$ cat src/rtl/alu.sv
// rtl/alu.sv - 64-bit ALU with combinational result/flags and an NZVC status register
module alu (
  input  logic        clk,
  input  logic        reset,
  input  logic [63:0] A,
  input  logic [63:0] B,
  input  logic [2:0]  cntrl,
  input  logic        set_flags,
  output logic [63:0] result,
  output logic        negative,
  output logic        zero,
  output logic        overflow,
  output logic        carry_out,
  output logic        flag_n,
  output logic        flag_z,
  output logic        flag_v,
  output logic        flag_c
);

  localparam logic [2:0] OP_PASS = 3'b000;
  localparam logic [2:0] OP_ADD  = 3'b010;
  localparam logic [2:0] OP_SUB  = 3'b011;
  localparam logic [2:0] OP_AND  = 3'b100;
  localparam logic [2:0] OP_OR   = 3'b101;
  localparam logic [2:0] OP_XOR  = 3'b110;

  logic [64:0] add_sum;
  logic [64:0] sub_sum;
  logic [3:0]  flags_d;
  logic [3:0]  flags_q;

  // Subtraction reuses the adder form A + ~B + 1 so carry means "no borrow".
  assign add_sum = {1'b0, A} + {1'b0, B};
  assign sub_sum = {1'b0, A} + {1'b0, ~B} + 65'd1;

  always_comb begin
    result    = 64'd0;
    overflow  = 1'b0;
    carry_out = 1'b0;
    negative  = 1'b0;
    zero      = 1'b0;
    case (cntrl)
      OP_PASS: result = B;
      OP_ADD: begin
        result    = add_sum[63:0];
        carry_out = add_sum[64];
        overflow  = (A[63] == B[63]) && (add_sum[63] != A[63]);
      end
      OP_SUB: begin
        result    = sub_sum[63:0];
        carry_out = sub_sum[64];
        overflow  = (A[63] != B[63]) && (sub_sum[63] != A[63]);
      end
      OP_AND:  result = A & B;
      OP_OR:   result = A | B;
      OP_XOR:  result = A ^ B;
      default: result = 64'd0;
    endcase
    // Reserved encodings report no flags at all, including zero.
    if (cntrl != 3'b001 && cntrl != 3'b111) begin
      negative = result[63];
      zero     = (result == 64'd0);
    end
  end

  always_comb begin
    flags_d = flags_q;
    if (set_flags) begin
      flags_d = {negative, zero, overflow, carry_out};
    end
  end

  always_ff @(posedge clk) begin
    if (reset) begin
      flags_q <= 4'b0000;
    end else begin
      flags_q <= flags_d;
    end
  end

  assign flag_n = flags_q[3];
  assign flag_z = flags_q[2];
  assign flag_v = flags_q[1];
  assign flag_c = flags_q[0];

endmodule

$ cat config.mk
export PLATFORM = sky130hd
export DESIGN_NAME = alu
export DESIGN_NICKNAME = d
export VERILOG_FILES = /design/src/rtl/alu.sv
export SDC_FILE = /design/constraint.sdc
export NUM_CORES = 1
export LEC_CHECK = 0
export CORE_MARGIN = 4
export CORE_UTILIZATION = 30
export CTS_BUF_LIST = sky130_fd_sc_hd__clkbuf_4
export DETAILED_ROUTE_END_ITERATION = 6
export GPL_TIMING_DRIVEN = 1
export MAX_ROUTING_LAYER = met4
export PLACE_DENSITY = 0.61
export SLEW_MARGIN = 15
export SYNTH_ARGS = -nofsm -noshare
export SYNTH_HDL_FRONTEND = slang
export SYNTH_SLANG_ARGS = --single-unit
$ cat constraint.sdc
create_clock -name clk -period 11.2 [get_ports clk]
set_input_delay 2.8 -clock clk [delete_from_list [all_inputs] [get_ports clk]]
set_output_delay 2.8 -clock clk [all_outputs]
set_load 0.01 [all_outputs]
==> flow_summary.yaml <==
detailed_routing:
  post_drt_wl_per_cell_um: 28.1
  ant_nets: 0
  drtIter0Drc: 2257
  vias: 19433
  avgViaCountPerCell: 6.30
  first_pass_iters: 6
  route.detailed.drc: 0
  routed_wl_um: 86600
synthesis:
  synth-edff-count: 0
  synth_seq_cells: 4
  ys_async_sr_fraction_pct: 0
  yosys.cell_count.top_type: "inv_1"
  synth_area_per_cell_um2: 6.27
  synth_top_area_share_pct: 19.2
  yosysSeqAreaShare_pct: 0.587
  syn_nets: 2521
  synthCells: 2176
  ys_warn_count: 0
  yosysTopAreaCell: "ha_1"
  dominantRegCellSynth: "dfxtp_1"
  synth_commonest_cells: "inv_1 (221), a21oi_1 (213), ha_1 (209)"
  syn_area_um2: 13600
  synth_area_leaders: "ha_1 (19%), a21oi_1 (7.8%), o21ai_0 (6.4%), inv_1 (6.1%), nand2_1 (5.3%)"
  yosysUniqueCellTypes: 92
worst_setup_path:
  worst-path-max-fanout: 9
  arrival_ns: 8.19
  startpoint_type: "primary input"
  worstSetupEndpointType: "output pin"
  worstSetupPathType: "primary input to output pin"
  crit_required_ns: 8.40
timing:
  rsz0062_at_grt: "no"
  setup_tns_ns: 0
  slew_headroom_pct: 22.0
  post-route-period-util_pct: 98.1
  worstMarginPinSlew_ns: 1.16
  setup_viol: 0
  fin_ws_ns: 0.210
  fmax_mhz: 91.0
  finalMaxSlewViolations: 0
  min_period_ns: 10.99
  hold_viol: 0
  fin_skew_ns: 0
placed_design:
  place_area_um2: 17700
  dpl.hpwl_um: 70800
  port-buffer-count: 205
  place_ws_ns: -0.0624
  gp_congestion: 1.05
global_routing:
  grt_max_degree: 65
  grt_usage_pct: 33.9
  grt_pass1_wl_um: 125000
  antenna_found_initial: 0
  grt_pass1_vias: 18821
  grt_overflow: 0
clocking:
  clk_root_buffer_cell: "clkbuf_4"
  clkTransAtPathRegs_ns: 0.04
  htree_levels: 1
  cts_tree: "built"
  cts_sinks: 4
  clk_latency_ns: 0.23
  clockBufferDepth: 2
  cts_made_buffers: 3
layout:
  drive_gt1_share_pct: 12.6
  largest_register: "flags_q"
  nets: 2839
  design_area_um2: 17900
  area_delta_synth_final_pct: 30.9
  utilization_pct: 40.0
  largest_register_ffs: 4
  diodes: 0
  largestRegisters: "flags_q x4"
power:
  switching_share_pct: 60.4
  powerDensity_nw_per_um2: 64.4
  power_mw: 1.15
  switching_power_mw: 0.694
  power.leakage_nw: 7.70
  clockPowerShare_pct: 1.5
  intPower_mw: 0.456
  vdd_drop_max_mv: 0.0411
  p_comb_share_pct: 97.1
  pwr-share-seq_pct: 1.3
die:
  num_io_pins: 206
  die_w_um: 221
  die_h_um: 221
  std_cell_rows: 77
  die_area_um2: 48900
  start_util_pct: 30.6
  core_area_um2: 44600
worst_hold_path:
  hold_path_class: "register to register"
outcome:
  status: "finished, final reports clean"
job:
  cap_violations: 0
path summary, 6_finish.rpt:
kind	start	to	slack (ns)	cells after the start
worst max-delay path	B[2]	zero	0.21	17
worst min-delay path	flags_q[3]$_SDFFE_PP0P_	flags_q[3]$_SDFFE_PP0P_	0.49	2
worst max register to register	flags_q[2]$_SDFFE_PP0P_	flags_q[2]$_SDFFE_PP0P_	10.41	2
worst min register to register	flags_q[3]$_SDFFE_PP0P_	flags_q[3]$_SDFFE_PP0P_	0.49	2
through the flow:
step | hold slack, ns | cells
after floorplan | 0.500 | 2176
after global placement | 0.475 | 3080
after detailed placement | 0.488 | 3080
after CTS | 0.492 | 3083
after global routing | 0.512 | 3084
final | 0.487 | 3084
per-layer routing:
metal	global-route usage, %	wire length, um	vias to the layer above
met3	4.04	7440	228
met2	54.7	38800	1110
met5	-	0	-
met4	13.7	4680	0
li1	-	-	8712
met1	43.2	35600	9383
layout make-up:
class / instances / area (um^2)
timing repair buffer: 438 / 3820
fill: 4910 / 26800
multi-input combinational: 1821 / 12300
sequential: 4 / 80.1
clock buffer: 3 / 22.5
tap: 592 / 741
inverter: 226 / 848
placed cells by master (no fill, tap or decap), types with 20 or more instances in the layout:
cell / n
o211ai_1: 47
a31oi_1: 26
a21oi_1: 206
nand2b_1: 23
a21o_1: 30
o31ai_1: 42
a211oi_1: 32
nand3_1: 53
nand4_1: 49
xnor2_1: 20
a22oi_1: 32
nand2_1: 193
nor3_1: 43
and2_1: 20
nor2b_1: 22
nor4_1: 56
clkdlybuf4s50_1: 202
inv_1: 220
buf_4: 230
o21ai_0: 173
o21bai_1: 22
ha_1: 208
nor2_1: 183
cell families (layout without fill, tap and decap cells):
| group | count (synthesis) | count (layout) | synth area share [%] |
|---|---|---|---|
| AO/OA/AOI/OAI | 834 | 834 | 40.5 |
| AND/OR/NAND/NOR | 738 | 738 | 26.8 |
| buffers and inverters | 351 | 667 | 9.95 |
| adder cells (fa/ha/maj) | 211 | 211 | 19.5 |
| XOR/XNOR | 21 | 21 | 1.35 |
| multiplexers | 17 | 17 | 1.38 |
| flip-flops | 4 | 4 | 0.587 |
power by group through the flow:
stage / Clock (mW) / Combinational, mW / Sequential (mW)
2_1_floorplan: 0 / 0.538 / 0.0157
3_3_place_gp: 0 / 1.07 / 0.0154
3_5_place_dp: 0 / 1.07 / 0.0154
4_1_cts: 0.0186 / 1.08 / 0.0152
5_1_grt: 0.0194 / 1.18 / 0.0152
6_report: 0.0178 / 1.12 / 0.0152
timing repair:
item,in CTS,in global routing
pin swaps,0,4
endpoints found under the setup margin,1,1
gates resized for setup,1,24
hold buffers,0,0
setup buffers,0,1
worst max-delay path, stage by stage:
cell	delay, ns
clkdlybuf4s50_1	0.52
inv_1	0.09
ha_1	0.41
nor2b_2	0.23
o2111ai_1	0.36
a21oi_1	0.22
or2_2	0.38
a221o_1	0.37
o2bb2ai_1	0.20
or4_1	0.55
nor4_1	0.30
buf_4	0.18
nand4_1	0.09
nor4b_1	0.30
nand4_1	0.33
nor4_2	0.25
clkdlybuf4s50_1	0.59
Power figures use the tool's default switching activity.
